**src/rtl/i281_pkg.sv**
```systemverilog
// Shared i281 constants: major opcodes, one-hot opcode bit indices, opcode
// bus layout and fetch state encoding. Also used by the control FSM.
package i281_pkg;

  // Opcode bus layout: [22:0] one-hot opcode, [24:23] RY, [26:25] RX
  localparam int OPBUS_W      = 27;
  localparam int OPBUS_OP_W   = 23;
  localparam int OPBUS_RY_LSB = 23;
  localparam int OPBUS_RX_LSB = 25;

  // Major opcodes, instruction bits [15:12]
  localparam logic [3:0] OPC_NOOP   = 4'h0;
  localparam logic [3:0] OPC_INPUT  = 4'h1;
  localparam logic [3:0] OPC_MOVE   = 4'h2;
  localparam logic [3:0] OPC_LOADI  = 4'h3;
  localparam logic [3:0] OPC_ADD    = 4'h4;
  localparam logic [3:0] OPC_ADDI   = 4'h5;
  localparam logic [3:0] OPC_SUB    = 4'h6;
  localparam logic [3:0] OPC_SUBI   = 4'h7;
  localparam logic [3:0] OPC_LOAD   = 4'h8;
  localparam logic [3:0] OPC_LOADF  = 4'h9;
  localparam logic [3:0] OPC_STORE  = 4'hA;
  localparam logic [3:0] OPC_STOREF = 4'hB;
  localparam logic [3:0] OPC_SHIFT  = 4'hC;
  localparam logic [3:0] OPC_CMP    = 4'hD;
  localparam logic [3:0] OPC_JUMP   = 4'hE;
  localparam logic [3:0] OPC_BRANCH = 4'hF;

  // One-hot bit indices within opcode bus [22:0]
  localparam int B_NOOP    = 0;
  localparam int B_INPUTC  = 1;
  localparam int B_INPUTCF = 2;
  localparam int B_INPUTD  = 3;
  localparam int B_INPUTDF = 4;
  localparam int B_MOVE    = 5;
  localparam int B_LOADI   = 6;
  localparam int B_ADD     = 7;
  localparam int B_ADDI    = 8;
  localparam int B_SUB     = 9;
  localparam int B_SUBI    = 10;
  localparam int B_LOAD    = 11;
  localparam int B_LOADF   = 12;
  localparam int B_STORE   = 13;
  localparam int B_STOREF  = 14;
  localparam int B_SHIFTL  = 15;
  localparam int B_SHIFTR  = 16;
  localparam int B_CMP     = 17;
  localparam int B_JUMP    = 18;
  localparam int B_BRE     = 19;
  localparam int B_BRNE    = 20;
  localparam int B_BRG     = 21;
  localparam int B_BRGE    = 22;

  // Fetch FSM state encoding
  typedef logic [1:0] fetch_state_t;
  localparam fetch_state_t ST_IDLE = 2'd0;
  localparam fetch_state_t ST_READ = 2'd1;
  localparam fetch_state_t ST_DONE = 2'd2;

endpackage

```
**src/rtl/i281_fetch_unit_if.sv**
```systemverilog
// Instruction memory port of the fetch unit.
//   imem_en    read enable (master -> memory)
//   imem_addr  word address (master -> memory)
//   imem_rdata read data, valid the cycle after imem_en (memory -> master)
interface i281_fetch_unit_if #(
  parameter int PC_W = 6
);
  logic            imem_en;
  logic [PC_W-1:0] imem_addr;
  logic [15:0]     imem_rdata;

  modport master (output imem_en, output imem_addr, input imem_rdata);
  modport slave  (input imem_en, input imem_addr, output imem_rdata);
endinterface

```
**src/rtl/i281_opcode_decode.sv**
```systemverilog
// Combinational i281 instruction decoder.
//   instr_i  16-bit instruction
//   opbus_o  {RX, RY, one-hot opcode[22:0]}; exactly one opcode bit is set
module i281_opcode_decode
  import i281_pkg::*;
(
  input  logic [15:0]        instr_i,
  output logic [OPBUS_W-1:0] opbus_o
);

  logic [OPBUS_OP_W-1:0] op_oh;
  logic [1:0]            ry;

  assign ry = instr_i[9:8];

  always_comb begin
    op_oh = '0;
    case (instr_i[15:12])
      OPC_NOOP:   op_oh[B_NOOP]   = 1'b1;
      OPC_INPUT: begin
        case (ry)
          2'b00:   op_oh[B_INPUTC]  = 1'b1;
          2'b01:   op_oh[B_INPUTCF] = 1'b1;
          2'b10:   op_oh[B_INPUTD]  = 1'b1;
          default: op_oh[B_INPUTDF] = 1'b1;
        endcase
      end
      OPC_MOVE:   op_oh[B_MOVE]   = 1'b1;
      OPC_LOADI:  op_oh[B_LOADI]  = 1'b1;
      OPC_ADD:    op_oh[B_ADD]    = 1'b1;
      OPC_ADDI:   op_oh[B_ADDI]   = 1'b1;
      OPC_SUB:    op_oh[B_SUB]    = 1'b1;
      OPC_SUBI:   op_oh[B_SUBI]   = 1'b1;
      OPC_LOAD:   op_oh[B_LOAD]   = 1'b1;
      OPC_LOADF:  op_oh[B_LOADF]  = 1'b1;
      OPC_STORE:  op_oh[B_STORE]  = 1'b1;
      OPC_STOREF: op_oh[B_STOREF] = 1'b1;
      OPC_SHIFT: begin
        if (ry[0]) op_oh[B_SHIFTR] = 1'b1;
        else       op_oh[B_SHIFTL] = 1'b1;
      end
      OPC_CMP:    op_oh[B_CMP]    = 1'b1;
      OPC_JUMP:   op_oh[B_JUMP]   = 1'b1;
      default: begin // OPC_BRANCH
        case (ry)
          2'b00:   op_oh[B_BRE]  = 1'b1;
          2'b01:   op_oh[B_BRNE] = 1'b1;
          2'b10:   op_oh[B_BRG]  = 1'b1;
          default: op_oh[B_BRGE] = 1'b1;
        endcase
      end
    endcase
  end

  assign opbus_o = {instr_i[11:10], instr_i[9:8], op_oh};

endmodule

```
**src/rtl/i281_fetch_unit.sv**
```systemverilog
// i281 fetch unit: owns PC and IR, fetches from synchronous-read instruction
// memory, applies branch offsets, and drives the registered opcode bus.
//   clock, reset   system clock, async active-high reset
//   run            fetch enable (gates acceptance only)
//   fetch_req      level request, held by the control FSM until fetch_done
//   branch_take    pulse: PC <= PC + sext(IR[7:0]); only legal in IDLE
//   imem           instruction memory port (master side)
//   fetch_done     one-cycle pulse when IR/opcode_bus have been updated
//   busy           fetch in flight (READ or DONE)
//   pc, imm        current PC, IR[7:0]
//   opcode_bus     {RX, RY, one-hot opcode}
//   proto_err      sticky: branch_take seen outside IDLE
//
// state | meaning
// IDLE  | waiting for fetch_req & run; branches applied here
// READ  | memory data valid; capture IR, decode, post-increment PC
// DONE  | fetch_done high for this single cycle
module i281_fetch_unit
  import i281_pkg::*;
#(
  parameter int PC_W    = 6,
  parameter int INSTR_W = 16
) (
  input  logic                clock,
  input  logic                reset,
  input  logic                run,
  input  logic                fetch_req,
  input  logic                branch_take,
  i281_fetch_unit_if.master   imem,
  output logic                fetch_done,
  output logic                busy,
  output logic [PC_W-1:0]     pc,
  output logic [7:0]          imm,
  output logic [OPBUS_W-1:0]  opcode_bus,
  output logic                proto_err
);

  localparam logic [OPBUS_W-1:0] OPBUS_RST = OPBUS_W'(1) << B_NOOP;

  fetch_state_t          state_q, state_d;
  logic [PC_W-1:0]       pc_q, pc_d;
  logic [INSTR_W-1:0]    ir_q, ir_d;
  logic [OPBUS_W-1:0]    opbus_q, opbus_d, dec_opbus;
  logic                  done_q, done_d;
  logic                  perr_q, perr_d;
  logic [15:0]           br_off;

  // Decode straight off memory data so the result lands with IR
  i281_opcode_decode u_decode (
    .instr_i (imem.imem_rdata),
    .opbus_o (dec_opbus)
  );

  assign br_off = {{8{ir_q[7]}}, ir_q[7:0]};

  // branch_take wins over a simultaneous request; the fetch retries next cycle
  assign imem.imem_en   = (state_q == ST_IDLE) & fetch_req & run & ~branch_take;
  assign imem.imem_addr = pc_q;

  always_comb begin
    state_d = state_q;
    pc_d    = pc_q;
    ir_d    = ir_q;
    opbus_d = opbus_q;
    done_d  = 1'b0;
    perr_d  = perr_q;
    case (state_q)
      ST_IDLE: begin
        if (branch_take) pc_d = pc_q + br_off[PC_W-1:0];
        else if (fetch_req && run) state_d = ST_READ;
      end
      ST_READ: begin
        ir_d    = imem.imem_rdata;
        pc_d    = pc_q + PC_W'(1);
        opbus_d = dec_opbus;
        done_d  = 1'b1;
        state_d = ST_DONE;
        if (branch_take) perr_d = 1'b1;
      end
      ST_DONE: begin
        state_d = ST_IDLE;
        if (branch_take) perr_d = 1'b1;
      end
      default: state_d = ST_IDLE;
    endcase
  end

  always_ff @(posedge clock or posedge reset) begin
    if (reset) begin
      state_q <= ST_IDLE;
      pc_q    <= '0;
      ir_q    <= '0;
      opbus_q <= OPBUS_RST;
      done_q  <= 1'b0;
      perr_q  <= 1'b0;
    end else begin
      state_q <= state_d;
      pc_q    <= pc_d;
      ir_q    <= ir_d;
      opbus_q <= opbus_d;
      done_q  <= done_d;
      perr_q  <= perr_d;
    end
  end

  assign fetch_done = done_q;
  assign busy       = (state_q != ST_IDLE);
  assign pc         = pc_q;
  assign imm        = ir_q[7:0];
  assign opcode_bus = opbus_q;
  assign proto_err  = perr_q;

endmodule

```
**src/flat_wrapper.sv**
```systemverilog
// flat-port wrapper written by rule: the top's interface ports become plain ports
module i281_fetch_unit_flat import i281_pkg::*;
#(
  parameter int PC_W    = 6,
  parameter int INSTR_W = 16
)
  (clock, reset, run, fetch_req, branch_take, fetch_done, busy, pc, imm, opcode_bus, proto_err, imem_imem_en, imem_imem_addr, imem_imem_rdata);
  i281_fetch_unit_if #(.PC_W(PC_W)) imem_i ();
  input  logic clock;
  input  logic reset;
  input  logic run;
  input  logic fetch_req;
  input  logic branch_take;
  output logic fetch_done;
  output logic busy;
  output logic [PC_W-1:0] pc;
  output logic [7:0] imm;
  output logic [OPBUS_W-1:0] opcode_bus;
  output logic proto_err;
  output wire logic [$bits(imem_i.imem_en)-1:0] imem_imem_en;
  output wire logic [$bits(imem_i.imem_addr)-1:0] imem_imem_addr;
  input wire logic [$bits(imem_i.imem_rdata)-1:0] imem_imem_rdata;
  assign imem_imem_en = imem_i.imem_en;
  assign imem_imem_addr = imem_i.imem_addr;
  assign imem_i.imem_rdata = imem_imem_rdata;
  i281_fetch_unit #(.PC_W(PC_W), .INSTR_W(INSTR_W)) u_core (.clock(clock), .reset(reset), .run(run), .fetch_req(fetch_req), .branch_take(branch_take), .imem(imem_i), .fetch_done(fetch_done), .busy(busy), .pc(pc), .imm(imm), .opcode_bus(opcode_bus), .proto_err(proto_err));
endmodule
```
**config.mk**
```make
export PLATFORM = sky130hd
export DESIGN_NAME = i281_fetch_unit_flat
export DESIGN_NICKNAME = d
export VERILOG_FILES = /design/src/rtl/i281_pkg.sv /design/src/rtl/i281_fetch_unit_if.sv /design/src/rtl/i281_opcode_decode.sv /design/src/rtl/i281_fetch_unit.sv /design/src/flat_wrapper.sv
export SDC_FILE = /design/constraint.sdc
export NUM_CORES = 1
export LEC_CHECK = 0
export CAP_MARGIN = 40
export CORE_MARGIN = 3
export CORE_UTILIZATION = 48
export DETAILED_ROUTE_END_ITERATION = 6
export GPL_TIMING_DRIVEN = 0
export PLACE_DENSITY_LB_ADDON = 0.05
export SLEW_MARGIN = 0
export SYNTH_ARGS = -nofsm -noshare
export SYNTH_HDL_FRONTEND = slang
export SYNTH_SLANG_ARGS = --single-unit
```
**constraint.sdc**
```tcl
create_clock -name clock -period 5.1 [get_ports clock]
set_clock_uncertainty 0.2 [all_clocks]
set_input_delay 0.51 -clock clock [delete_from_list [all_inputs] [get_ports clock]]
set_output_delay 0.51 -clock clock [all_outputs]
set_load 0.05 [all_outputs]
```
==> results.md <==
Run status:
- The flow ran to the end, and the final reports show no timing, DRC or antenna violations.

Setup path:
- Traced cell by cell, the critical path runs through inv_1, ha_1, inv_1, nor3_1, clkdlybuf4s50_1.
- STA classifies the critical path startpoint as a flop.
- The arrival time at the worst endpoint is 2.09 ns.
- Following the worst setup path forward leads to its endpoint at imem_imem_en.
- The most used cell along the critical path is inv_1.
- The most critical setup path has its startpoint at u_core.state_q[0].
- In this run the critical register-to-register path is captured at u_core.imem.imem_addr[4].
- In this run the worst path has a maximum fanout of 3.
- The worst endpoint required time is 4.39 ns.
- The kind of end point of the critical path is a primary output.
- Together, buffers and inverters on the worst path number 3.
- The setup path with the least slack is of type reg2out.
- The startpoint identified for the worst register-to-register timing path is u_core.state_q[0].
- Counting cells, the worst reg-to-reg path comes to 9.
- The family with the most delay on the worst path is buffers and inverters.
- The logic depth of the worst setup path including buffers is 5.
- The cell at the slowest stage of the critical path is clkdlybuf4s50_1.
- The critical path's largest stage delay is 0.83 ns.
- The setup slack on the worst flop-to-flop path is 2.31 ns.

Placement:
- The detailed placer's ending HPWL is ~3.3 mm.
- At the end of routability-driven placement, the weighted congestion stood at 0.786.
- The port buffer count is 71.
- The setup slack after placement is approximately 2.3 ns.

Final layout:
- In the layout the commonest cells are 71 x clkdlybuf4s50_1, 44 x dfrtp_1, 19 x o21ai_0, 17 x inv_1, 12 x nand2_1.
- Relative to the synthesized area, the layout overhead comes to 43.8%.
- The post-layout net count is about 300.
- The most common library cell in the layout ignoring fill and taps is clkdlybuf4s50_1.
- The fraction of layout instances using a drive strength above 1 is 0.119.
- Once layout is complete, the utilization of the core stands at 0.724.
- The repair_antennas step left the layout with diodes totalling 0.

CTS:
- The post-cts resize count is 0.
- TritonCTS built the clock tree.
- Clock-pin slew was measured on the worst setup and hold paths at 0.08 ns.
- Buffers added to address setup during post-CTS repair amount to 0.
- Counting every sink on the clock net gives 45.
- The number of H-tree levels is 2.
- In this run, post-CTS hold repair placed 0 buffers.
- Counting along the longest clock path gives a buffer depth of 2.
- Buffers inserted during clock tree synthesis total 5.
- The clock latency at the later pin of the worst-skew pair is 0.29 ns.
- The cell at the root of the clock tree is clkbuf_8.

Logic synthesis:
- The post-synthesis instance total is ~190.
- The count of distinct cell types in the synthesized netlist is 29.
- Dividing the synthesized area by the synthesized cell count gives 10.9 um^2.
- Counting every net in the synthesized netlist gives about 220.
- During synthesis, Yosys emitted a total of 0 warnings.
- The post-synthesis sequential element count is 45.
- The synthesized area is 2040 um^2.
- Of the synthesized area, sequential elements account for 0.552.
- The count of flip-flops with a built-in enable after synthesis is 0.
- The prevailing post-synth register cell is dfrtp_1.
- Of all flip-flops after synthesis, the portion carrying an async set or reset was 1.00.

Global routing:
- Entering global routing, the biggest net connects 39 pins.
- The number of antenna violations at the first check in global routing is 0.
- The number of global-route vias before repair is 1,525.
- After global routing the overflow that remains totals 0.
- The total routing usage reported by global routing is 0.184.
- The global-route wire length before repair is roughly 7.3 mm.

Floorplan:
- The vertical die dimension is 71.2 um.
- For this configuration, the core starts out at a cell density of 0.503.
- The die is 71.2 um wide.
- Row generation in the floorplan step produced 23 rows.
- The floorplan step defined a die boundary enclosing 5070 um^2.
- The area inside the core boundary is 4060 um^2.
- In this run the count of I/O pins placed on the die edge is slightly above 70.

Drt:
- After detailed routing, the number of remaining DRC violations is 0.
- The via count of the routed design is 1,605.
- The first detailed-routing pass ran for 4 iterations.
- The average wire per cell in the routed design is around 14 um.
- Using the TritonRoute via totals, the vias-per-cell ratio works out to 5.05.
- The detail route stage leaves a number of antenna-violating nets equal to 0.
- The final wirelength is around 4.4 mm.
- The iteration-0 DRC count of the detailed router is ~140.

Power and ir drop:
- The internal portion of the total power is between 1 and 1.5 mW.
- The relative contribution of sequential cells to total power is 0.268.
- Of the total power, combinational logic draws 0.620.
- Summed over all cells, the static leakage comes to 1.28 nW.
- Of the total power, the share spent switching nets is 0.484.
- The largest vdd supply drop is 0.000456 V.
- Of the total power, the clock network draws 0.113.
- In this run the power spent charging and discharging nets is 1.02 mW.
- Dividing total power by cell area gives a power density of around 720 nW/um^2.

Timing:
- Setup violations remaining at the end of the flow were counted as 0.
- Subtracting the final worst setup slack from the clock period gives 2.80 ns.
- The final hold violation count came to 0.
- Setup repair after global routing left no endpoint under its margin.
- The worst pin sits at a relative slew slack of 0.651.
- Derived from the worst setup path, the maximum achievable clock frequency is 357 MHz.
- For the pin with the worst max-slew slack, the measured transition is 0.522 ns.
- The number of pins with negative max-slew slack in the final report is 0.
- Setup slack on the critical path of the routed design comes to 2.30 ns.
- The post-route fraction of the period consumed by the critical path is 0.549.
- The final sum of negative setup slack is 0 ns.

Run:
- The max-capacitance violation count is 0.

Worst hold path:
- In this run the worst hold path is classified as in2async.
==> cell usage after synthesis, types with 2 or more instances <==
master     instances  share of area
dfrtp_1           44           0.54
o21ai_0           19          0.047
inv_1             18          0.033
nand2_1           12          0.022
nand3_1           11          0.027
nor2b_1            9          0.028
o2bb2ai_1          9          0.039
mux2_2             8          0.044
ha_1               7          0.043
nor2_1             7          0.013
a21o_1             6          0.022
buf_4              6          0.022
nand4_1            6          0.018
a21oi_1            4         0.0098
buf_2              4         0.0098
clkbuf_1           2         0.0037
nand3b_1           2         0.0074
xnor2_1            2         0.0086
xor2_1             2         0.0086
==> metrics by stage <==
step / hold WS, ns / std cells / cell area [um^2] / power, mW
after global placement: 0.240 / 309 / 2820 / 1.86
after global routing: 0.241 / 318 / 2940 / 2.23
after detailed placement: 0.247 / 310 / 2840 / 1.88
after floorplan: 0.293 / 188 / 2040 / 1.48
after CTS: 0.227 / 318 / 2940 / 2.12
final: 0.234 / 318 / 2940 / 2.10
==> layer usage <==
| metal | global-route usage | routed length, um |
|---|---|---|
| met1 | 0.263 | 2030 |
| met2 | 0.273 | 2050 |
| met3 | 0.0491 | 263 |
| met4 | 0.0626 | 55 |
| met5 | 0 | 0 |
==> registers in the layout (all words and copies together) (netlist names) <==
signal	cells
u_core.fetch_done	1
u_core.ir_q	8
u_core.proto_err	1
u_core.state_q	2
u_core.opcode_bus	27
u_core.imem.imem_addr	6
==> power groups by stage <==
stage | Sequential (mW) | Clock (mW) | Combinational [mW]
final | 0.563 | 0.237 | 1.30
after detailed placement | 0.570 | 0 | 1.31
after global placement | 0.564 | 0 | 1.30
after CTS | 0.564 | 0.247 | 1.31
after global routing | 0.579 | 0.264 | 1.38
after floorplan | 0.961 | 0 | 0.516
==> area by class of cell <==
cell class	count	area (um^2)
inverters	19	71.3
clock buffers	7	96.3
flip-flops and latches	45	1130
plain buffers	12	72.6
clock inverters	1	5.00
multi-input cells	112	771
well taps	50	62.6
fillers	318	1120
repair buffers	72	731
==> worst min path at each step <==
| stage | from | endpoint | slack [ns] | cells past startpoint |
|---|---|---|---|---|
| 2_1_floorplan | u_core.state_q[0] | u_core.state_q[0] | 0.29 | 2 |
| 3_3_place_gp | u_core.proto_err | u_core.proto_err | 0.24 | 1 |
| 3_5_place_dp | u_core.proto_err | u_core.proto_err | 0.25 | 1 |
| 4_1_cts | reset | u_core.ir_q[1] | 0.23 | 2 |
| 5_1_grt | reset | u_core.imem.imem_addr[1] | 0.24 | 2 |
| 6_report | reset | u_core.opcode_bus[26] | 0.23 | 2 |
==> logic make-up (layout without fill, tap and decap cells) <==
group / after synthesis / count (layout) / synth area share
XOR/XNOR: 4 / 4 / 0.0172
multiplexers: 10 / 10 / 0.0601
AO/OA/AOI/OAI: 40 / 40 / 0.124
flip-flops: 45 / 45 / 0.552
AND/OR/NAND/NOR: 50 / 50 / 0.124
adder cells (fa/ha/maj): 8 / 8 / 0.0527
buffers and inverters: 31 / 111 / 0.0705
Power figures use the tool's default switching activity.
